File: config.mk
export PLATFORM = sky130hd
export DESIGN_NAME = polirv_fetch_unit
export DESIGN_NICKNAME = d
export VERILOG_FILES = /design/src/rtl/polirv_fetch_unit.sv
export SDC_FILE = /design/constraint.sdc
export NUM_CORES = 1
export LEC_CHECK = 0
export CAP_MARGIN = 10
export CORE_MARGIN = 2
export CORE_UTILIZATION = 54
export DETAILED_ROUTE_END_ITERATION = 6
export PLACE_DENSITY = 0.79
export SKIP_CTS_REPAIR_TIMING = 1
export SLEW_MARGIN = 20
export SYNTH_ARGS = -nofsm -noshare
export SYNTH_HDL_FRONTEND = slang
export SYNTH_SLANG_ARGS = --single-unit
File: constraint.sdc
create_clock -name clk -period 3.6 [get_ports clk]
set_clock_uncertainty 0.1 [all_clocks]
set_input_delay 0.72 -clock clk [delete_from_list [all_inputs] [get_ports clk]]
set_output_delay 0.72 -clock clk [all_outputs]
set_load 0.005 [all_outputs]
File: src/rtl/polirv_fetch_unit.sv
// -----------------------------------------------------------------------------
// polirv_fetch_unit
//
// Instruction-fetch front end for the pipelined polirv core. Requests are
// issued to instruction memory over a req/ack handshake that tolerates any
// latency. At most one request is outstanding. Returned words are buffered in
// a small prefetch FIFO and handed to decode over valid/ready. A redirect from
// branch/jump resolution flushes the FIFO and restarts fetch at a new PC.
//
// Ports:
//   clk, rst            clock; synchronous active-high reset
//   i_mem_req/addr      registered fetch request (held until ack)
//   i_mem_ack/data      memory response for the outstanding request
//   redirect_valid/pc   flush and restart fetch at redirect_pc
//   out_valid/ready     head-of-FIFO handshake towards decode
//   out_instr/out_pc    head instruction and its PC
//   fifo_count          number of occupied FIFO entries
//
// Optional build macro POLIRV_FETCH_STATS_EN adds two free-running counters:
//   stat_fetched        instructions pushed into the FIFO
//   stat_flushed        FIFO entries discarded by redirects plus dropped acks
// -----------------------------------------------------------------------------
module polirv_fetch_unit #(
  parameter int                     I_ADDR_BITS = 6,
  parameter int                     FIFO_DEPTH  = 4,
  parameter logic [I_ADDR_BITS-1:0] RESET_PC    = '0
) (
  input  logic                          clk,
  input  logic                          rst,
  output logic                          i_mem_req,
  output logic [I_ADDR_BITS-1:0]        i_mem_addr,
  input  logic                          i_mem_ack,
  input  logic [31:0]                   i_mem_data,
  input  logic                          redirect_valid,
  input  logic [I_ADDR_BITS-1:0]        redirect_pc,
  output logic                          out_valid,
  input  logic                          out_ready,
  output logic [31:0]                   out_instr,
  output logic [I_ADDR_BITS-1:0]        out_pc,
  output logic [$clog2(FIFO_DEPTH):0]   fifo_count
`ifdef POLIRV_FETCH_STATS_EN
  ,
  output logic [31:0]                   stat_fetched,
  output logic [31:0]                   stat_flushed
`endif
);

  localparam int PTR_W = $clog2(FIFO_DEPTH);
  localparam int CNT_W = PTR_W + 1;
  localparam int ENT_W = I_ADDR_BITS + 32;
  localparam logic [I_ADDR_BITS-1:0] PC_STEP   = I_ADDR_BITS'(4);
  localparam logic [CNT_W-1:0]       DEPTH_CNT = CNT_W'(FIFO_DEPTH);

  typedef enum logic [1:0] {
    S_IDLE,
    S_WAIT,
    S_DROP
  } state_t;

  state_t                 state_q, state_d;
  logic                   req_q, req_d;
  logic [I_ADDR_BITS-1:0] req_addr_q, req_addr_d;
  logic [I_ADDR_BITS-1:0] fetch_pc_q, fetch_pc_d;
  logic [PTR_W-1:0]       wr_ptr_q, wr_ptr_d;
  logic [PTR_W-1:0]       rd_ptr_q, rd_ptr_d;
  logic [CNT_W-1:0]       count_q, count_d;
  logic [ENT_W-1:0]       buf_q [FIFO_DEPTH];

  logic                   push;
  logic                   pop;
  logic [CNT_W-1:0]       count_nx;
  logic [I_ADDR_BITS-1:0] pc_inc;

  // Head is hidden during a redirect so decode never consumes a flushed entry.
  assign out_valid  = (count_q != '0) && !redirect_valid;
  assign out_instr  = buf_q[rd_ptr_q][31:0];
  assign out_pc     = buf_q[rd_ptr_q][ENT_W-1:32];
  assign fifo_count = count_q;
  assign i_mem_req  = req_q;
  assign i_mem_addr = req_addr_q;

  assign pop      = out_valid & out_ready;
  assign push     = (state_q == S_WAIT) && i_mem_ack && !redirect_valid;
  assign count_nx = count_q + CNT_W'(push) - CNT_W'(pop);
  assign pc_inc   = fetch_pc_q + PC_STEP;  // wraps modulo 2^I_ADDR_BITS

  always_comb begin
    state_d    = state_q;
    req_addr_d = req_addr_q;
    fetch_pc_d = fetch_pc_q;
    wr_ptr_d   = wr_ptr_q;
    rd_ptr_d   = rd_ptr_q;
    count_d    = count_nx;

    unique case (state_q)
      S_IDLE: begin
        // Only launch when the FIFO is guaranteed to have room for the ack.
        if (!redirect_valid && (count_nx < DEPTH_CNT)) begin
          state_d    = S_WAIT;
          req_addr_d = fetch_pc_q;
        end
      end
      S_WAIT: begin
        if (redirect_valid) begin
          // An ack in the redirect cycle is simply discarded.
          state_d = i_mem_ack ? S_IDLE : S_DROP;
        end else if (i_mem_ack) begin
          if (count_nx < DEPTH_CNT) begin
            req_addr_d = pc_inc;  // back-to-back request
          end else begin
            state_d = S_IDLE;
          end
        end
      end
      S_DROP: begin
        // Request address must stay put until memory answers the stale request.
        if (i_mem_ack) begin
          state_d = S_IDLE;
        end
      end
      default: state_d = S_IDLE;
    endcase

    if (push) begin
      fetch_pc_d = pc_inc;
      wr_ptr_d   = wr_ptr_q + PTR_W'(1);
    end
    if (pop) begin
      rd_ptr_d = rd_ptr_q + PTR_W'(1);
    end

    if (redirect_valid) begin
      fetch_pc_d = redirect_pc;
      wr_ptr_d   = '0;
      rd_ptr_d   = '0;
      count_d    = '0;
    end
  end

  assign req_d = (state_d != S_IDLE);

  always_ff @(posedge clk) begin
    if (rst) begin
      state_q    <= S_IDLE;
      req_q      <= 1'b0;
      req_addr_q <= '0;
      fetch_pc_q <= RESET_PC;
      wr_ptr_q   <= '0;
      rd_ptr_q   <= '0;
      count_q    <= '0;
    end else begin
      state_q    <= state_d;
      req_q      <= req_d;
      req_addr_q <= req_addr_d;
      fetch_pc_q <= fetch_pc_d;
      wr_ptr_q   <= wr_ptr_d;
      rd_ptr_q   <= rd_ptr_d;
      count_q    <= count_d;
    end
  end

  // Storage holds data only; validity is tracked by the pointers and count.
  always_ff @(posedge clk) begin
    if (push) begin
      buf_q[wr_ptr_q] <= {fetch_pc_q, i_mem_data};
    end
  end

`ifdef POLIRV_FETCH_STATS_EN
  logic        drop_ack;
  logic [31:0] fetched_q, fetched_d;
  logic [31:0] flushed_q, flushed_d;

  // A response is dropped when it lands in DROP or coincides with a redirect.
  assign drop_ack = i_mem_ack &&
                    ((state_q == S_DROP) || ((state_q == S_WAIT) && redirect_valid));

  always_comb begin
    fetched_d = fetched_q + 32'(push);
    flushed_d = flushed_q + (redirect_valid ? 32'(count_q) : 32'd0) + 32'(drop_ack);
  end

  always_ff @(posedge clk) begin
    if (rst) begin
      fetched_q <= '0;
      flushed_q <= '0;
    end else begin
      fetched_q <= fetched_d;
      flushed_q <= flushed_d;
    end
  end

  assign stat_fetched = fetched_q;
  assign stat_flushed = flushed_q;
`endif

endmodule
==> results of run 1 <==
## worst max-delay path: stages
cell	delay (ns)
clkdlybuf4s50_1	0.49
nand3b_1	0.11
nor2_1	0.17
inv_1	0.07
ha_1	0.28
inv_1	0.04
ha_1	0.19
fa_1	0.38
xor3_2	0.34
and3_1	0.38
mux2i_1	0.24
nor2_1	0.05
## per-layer routing
metal | wire length, um | global-route usage (%) | share of wire [%] | vias to the layer above
li1 | - | - | - | 1484
met1 | 4690 | 23.10 | 43 | 1648
met2 | 5472 | 29.94 | 50 | 85
met3 | 600 | 6.035 | 5.5 | 14
met4 | 161 | 6.585 | 1.5 | 0
met5 | 0 | 0 | 0 | -
## synth_stat cells (all sizes together), types with 2 or more instances
cell type  instances  share of area, %
a211oi             4              0.46
a21oi              4              0.30
and2               4              0.38
buf               10              0.87
clkbuf             3              0.17
dfxtp             24               7.3
edfxtp           152                69
ha                 7               1.3
inv                9              0.51
mux2i              8               1.2
mux4              38                13
nand2              2              0.11
nand3              2              0.15
nor2              23               1.3
nor2b              2              0.19
nor3               3              0.23
xnor2              6              0.80
xor2               3              0.40
## power groups by stage
stage	clock [mW]	combinational, mW	sequential [mW]
after floorplan	0	0.0569	2.29
after global placement	0	0.156	2.29
after detailed placement	0	0.162	2.29
after CTS	1.87	0.163	2.25
after global routing	1.96	0.175	2.25
final	1.84	0.162	2.25
## sequential cells by signal, indices dropped and copies added, names as in the netlist, named ones only
| signal | cells |
|---|---|
| wr_ptr_q | 2 |
| i_mem_addr | 6 |
| state_q | 2 |
| fifo_count | 3 |
| fetch_pc_q | 6 |
| buf_q | 152 |
| i_mem_req | 1 |
| rd_ptr_q | 2 |
## stage by stage
step                area (um^2)  std cells  worst slack (ns)
floorplan                  6598        318            0.4469
global placement           7776        554           0.04304
detailed placement         7776        554           -0.1042
CTS                        8377        586            0.3369
global route               8377        586            0.2037
finish                     8377        586            0.3341
## logic make-up after synthesis
kind of cell,count (synthesis),synth area share (%)
simple gates,45,3.395
compound gates,10,1.024
buf+inv,22,1.555
mux,47,14.36
xor+xnor,10,1.574
flops,176,76.47
fa+ha+maj,8,1.631
## layout make-up
| type | count | area [um^2] | area share, % |
|---|---|---|---|
| tap | 147 | 183.9 | 2.196 |
| clock buffer | 18 | 429.2 | 5.123 |
| clock inverter | 14 | 171.4 | 2.046 |
| inverter | 9 | 33.78 | 0.4033 |
| timing repair buffer | 102 | 1056 | 12.61 |
| multi-input combinational | 120 | 1455 | 17.37 |
| sequential | 176 | 5047 | 60.25 |
## path summary, 6_finish.rpt
path                                endpoint  slack (ns)
setup / recovery  i_mem_addr[1]$_SDFFE_PP0P_        0.33
hold reg to reg   i_mem_addr[0]$_SDFFE_PP0P_        0.41
setup reg to reg  i_mem_addr[1]$_SDFFE_PP0P_        0.58
hold / removal    i_mem_addr[0]$_SDFFE_PP0P_        0.41
==> out/results.tsv, run 1 <==
stage	metric	value	unit
drt	avgViaCountPerCell	5.514	
timing	max_freq	306.2	MHz
critical_path	crit_path_end_kind	flip-flop	
drt	vias	3231	
timing	maxSlewViolCount	0	
synth	syn_inst	318	
global_route	grt_pass1_vias	3452	
cts	clk_pin_slew	0.06	ns
cts	clock_path_buffers	2	
hold_path	hold_path_class	reg2reg	
power_and_ir_drop	power_frac_comb	3.8	%
critical_path	rr_worst_depth	10	
place	gp_congestion	0.7271	
critical_path	cp-start-kind	input pin	
synth	syn_nets	369	
timing	fin_crit_sh	90.72	%
synth	synth_cell_types	35	
final_layout	syn2layout_area_growth	26.97	%
timing	finalSetupViolations	0	
floorplan	rows	40	
drt	drt_wl_total	10930	um
timing	rsz0062_at_grt	no	
timing	period_needed	3.266	ns
final_layout	fin_util	70.03	%
final_layout	antenna_cells	0	
power_and_ir_drop	p_sw	0.7780	mW
floorplan	ios	92	
place	port_buffers	91	
flow_run	cap_viol_max_count	0	
synth	ys_warn_count	0	
cts	cts_made_buffers	17	
global_route	overflow	0	
power_and_ir_drop	switching_share	18.28	%
floorplan	dieArea	13120	um^2
power_and_ir_drop	intPower	3.478	mW
cts	cts_tree	yes	
final_layout	drive_above_1_share	19.59	%
power_and_ir_drop	share_seq_of_total_power	52.9	%
place	dp_hpwl	6642	um
power_and_ir_drop	finalPower	4.256	mW
power_and_ir_drop	power.leakage	2.739	nW
global_route	grt_pass1_wl	17620	um
floorplan	start_util	55.16	%
drt	drc_errors	0	
drt	drt_pass1_iterations	5	
critical_path	rr_startpoint	fifo_count[1]$_SDFF_PP0_	
power_and_ir_drop	vdd_drop_max	313.8	uV
cts	htreeDepth	4	
synth	synth_area	6598	um^2
hold_path	hold_path_depth	2	
timing	slew_headroom	62.20	%
synth	synth_edf_count	152	
timing	hold_violations	0	
cts	cts-root-buf	clkbuf_16	
global_route	grt_max_degree	39	
synth	synth_flop_cell	edfxtp_1	
synth	synth.avg_cell_area	20.75	um^2
final_layout	fill_cells	741	
final_layout	nets	477	
run_status	status	finished, final reports clean	
timing	worstMarginPinSlew	0.5669	ns
synth	synth-seq-cells	176	
final_layout	final_cell_mix	edfxtp_1, clkdlybuf4s50_1, mux4_2	
power_and_ir_drop	power_frac_clock	43.3	%
drt	routedWlPerCell	18.64	um
cts	clk_latency	0.41	ns
global_route	track_usage	18.30	%
drt	drt_iter0_markers	209	
synth	ys_async_sr_fraction	0	%
floorplan	dieHeight	114.5	um
global_route	antenna_found_initial	0	
critical_path	path_max_fanout	10	
power_and_ir_drop	power_density	508.0	nW/um^2
critical_path	worstPathArrival	3.45	ns
hold_path	hp-start	i_mem_addr[0]$_SDFFE_PP0P_	
timing	tns	0	ns
critical_path	critPathRequiredTime	3.78	ns
final_layout	mostFrequentLayoutCell	edfxtp_1	
floorplan	die_w	114.5	um
synth	synth_seq_area_share	76.47	%
drt	ant_nets	0	
cts	cts_sinks	176	
critical_path	crit_type	in2reg	
critical_path	crit_start	i_mem_ack	
floorplan	design.core.area	11960	um^2
timing	whs	0.4145	ns
No activity file was read; power rests on OpenSTA's default activity.
==> run 2, diff against run 1 <==
--- a/config.mk
+++ b/config.mk
@@ -7,9 +7,9 @@
 export LEC_CHECK = 0
 export CAP_MARGIN = 10
 export CORE_MARGIN = 2
-export CORE_UTILIZATION = 54
+export CORE_UTILIZATION = 49
 export DETAILED_ROUTE_END_ITERATION = 6
-export PLACE_DENSITY = 0.79
+export PLACE_DENSITY = 0.76
 export SKIP_CTS_REPAIR_TIMING = 1
 export SLEW_MARGIN = 20
 export SYNTH_ARGS = -nofsm -noshare
==> constraint.sdc (replaced) <==
create_clock -name clk -period 3 [get_ports clk]
set_clock_uncertainty 0.1 [all_clocks]
set_input_delay 0.6 -clock clk [delete_from_list [all_inputs] [get_ports clk]]
set_output_delay 0.6 -clock clk [all_outputs]
set_load 0.005 [all_outputs]
==> out/results.tsv, run 2 (same netlist as run 1, synthesis figures left out) <==
stage	metric	value	unit	change
drt	wl_met3	635	um	was 600 um
power_and_ir_drop	vdd_drop_max	372.3	uV	was 313.8 uV
final_layout	drive_above_1_share	19.91	%	was 19.59%
drt	routedWlPerCell	18.28	um	was 18.64 um
critical_path	crit_path_end_kind	primary output		was flip-flop
global_route	antenna_found_initial	0		unchanged
critical_path	crit_path_top_delay_cell	mux4_2		was clkdlybuf4s50_1
cts	clock_path_buffers	2		unchanged
floorplan	ios	92		unchanged
timing	fin_ws	0.1896	ns	was 0.3341 ns
drt	ant_nets	0		unchanged
hold_path	hold_path_class	reg2reg		unchanged
critical_path	worstPathArrival	2.11	ns	was 3.45 ns
final_layout	final_cell_mix	edfxtp_1, clkdlybuf4s50_1, mux4_2		unchanged
critical_path	path_max_fanout	38		was 10
drt	maxUsedRoutingLayer	met4		unchanged
floorplan	start_util	50.02	%	was 55.16%
cts	cts_made_buffers	17		unchanged
timing	finalSetupViolations	0		unchanged
cts	cts_tree	yes		unchanged
timing	period_needed	2.810	ns	
floorplan	rows	42		was 40
drt	drt_wl_total	11300	um	was 10,930 um
critical_path	path_delay_family	buffers and inverters		was adder cells
cts	cts_sinks	176		unchanged
drt	avgViaCountPerCell	5.270		was 5.514
cts	clk_pin_slew	0.06	ns	about the same
timing	max_freq	355.8	MHz	
drt	drc_errors	0		unchanged
critical_path	critPathRequiredTime	2.30	ns	was 3.78 ns
critical_path	slowest_delay	0.54	ns	was 0.49 ns
floorplan	dieHeight	120.0	um	was 114.5 um
timing	worstMarginPinSlew	0.5488	ns	was 0.5669 ns
timing	maxSlewViolCount	0		unchanged
global_route	grt_pass1_wl	17730	um	was 17,620 um
critical_path	cp-start-kind	flip-flop		was input pin
timing	rsz0062_at_grt	no		unchanged
place	place_worst_setup_slack	-0.5457	ns	was -0.1042 ns
floorplan	dieArea	14410	um^2	was 13,120 um^2
drt	vias	3257		was 3,231
timing	hold_violations	0		unchanged
final_layout	regMostFlops	buf_q		unchanged
final_layout	mostFrequentLayoutCell	edfxtp_1		unchanged
drt	drt_pass1_iterations	4		was 5
drt	met2_length	5619	um	was 5472 um
final_layout	stdcell_count	618		was 586
timing	slew_headroom	63.34	%	was 62.20%
global_route	overflow	0		unchanged
global_route	grt_pass1_vias	3375		was 3,452
final_layout	antenna_cells	0		unchanged
power_and_ir_drop	power.leakage	2.738	nW	was 2.739 nW
timing	fin_crit_sh	93.68	%	
global_route	track_usage	16.64	%	was 18.30%
place	dp.cells	586		was 554
drt	met1_length	4885	um	was 4690 um
floorplan	design.core.area	13190	um^2	was 11,960 um^2
global_route	grt_max_degree	39		unchanged
final_layout	syn2layout_area_growth	27.46	%	was 26.97%
place	dp_hpwl	6686	um	was 6642 um
power_and_ir_drop	finalPower	4.998	mW	was 4.256 mW
cts	clk_latency	0.41	ns	about the same
critical_path	crit_chain	buf_12 > mux4_2 > clkdlybuf4s50_1		was clkdlybuf4s50_1 > nand3b_1 > nor2_1 > inv_1 > ha_1 > inv_1 > ha_1 > fa_1 > xor3_2 > and3_1 > mux2i_1 > nor2_1
place	port_buffers	91		unchanged
place	gp_congestion	0.7439		was 0.7271
cts	cts-root-buf	clkbuf_16		unchanged
timing	whs	0.3986	ns	was 0.4145 ns
timing	tns	0	ns	unchanged
critical_path	crit_type	reg2out		was in2reg
floorplan	die_w	120.0	um	was 114.5 um
power_and_ir_drop	power_density	594.3	nW/um^2	was 508.0 nW/um^2
run_status	status	finished, final reports clean		unchanged
cts	htreeDepth	4		unchanged
critical_path	crit_buf_inv	2		was 3
final_layout	largest_reg_flops	152		unchanged
final_layout	nets	481		was 477
drt	drt_iter0_markers	219		was 209
flow_run	cap_viol_max_count	0		unchanged
[run 2: area by class of cell]
class                           instances  area, um^2
Clock buffer                           21       440.4
Inverter                                9       33.78
Multi-Input combinational cell        121        1470
Timing Repair Buffer                  105        1079
Fill cell                             916        4781
Clock inverter                         10       118.9
Tap cell                              176       220.2
Sequential cell                       176        5047
[run 2: layer usage]
layer / up-vias / GRT usage (%)
li1: 1496 / -
met1: 1657 / 21.49
met2: 90 / 26.53
met3: 14 / 5.133
met4: 0 / 6.618
met5: - / 0
[run 2: final timing paths]
check | depth (start not counted) | endpoint | startpoint | slack [ns]
worst max-delay path | 3 | out_pc[5] | flip-flop | 0.19
worst min-delay path | 2 | wr_ptr_q[1]$_SDFFE_PP0P_ | wr_ptr_q[1]$_SDFFE_PP0P_ | 0.40
worst max register to register | 10 | i_mem_addr[0]$_SDFFE_PP0P_ | fifo_count[1]$_SDFF_PP0_ | 0.34
worst min register to register | 2 | wr_ptr_q[1]$_SDFFE_PP0P_ | wr_ptr_q[1]$_SDFFE_PP0P_ | 0.40
[run 2: per-stage QoR]
step	util (%)	area (um^2)
2_1_floorplan	-	6601
3_3_place_gp	59.42	7838
3_5_place_dp	59.42	7838
4_1_cts	63.66	8397
5_1_grt	63.75	8409
6_report	63.75	8409
[run 2: power by group]
part | total [mW] | internal [mW] | switching [mW]
Sequential | 2.70 | 2.68 | 0.0193
Clock | 2.10 | 1.29 | 0.809
Combinational | 0.199 | 0.119 | 0.0800
Total | 5.00 | 4.09 | 0.909
[run 2: tightest hold or removal path, cell delays in order, from the launching register on]
cell	delay, ns
dfxtp_1	0.34
nand2_1	0.06
a21oi_1	0.05
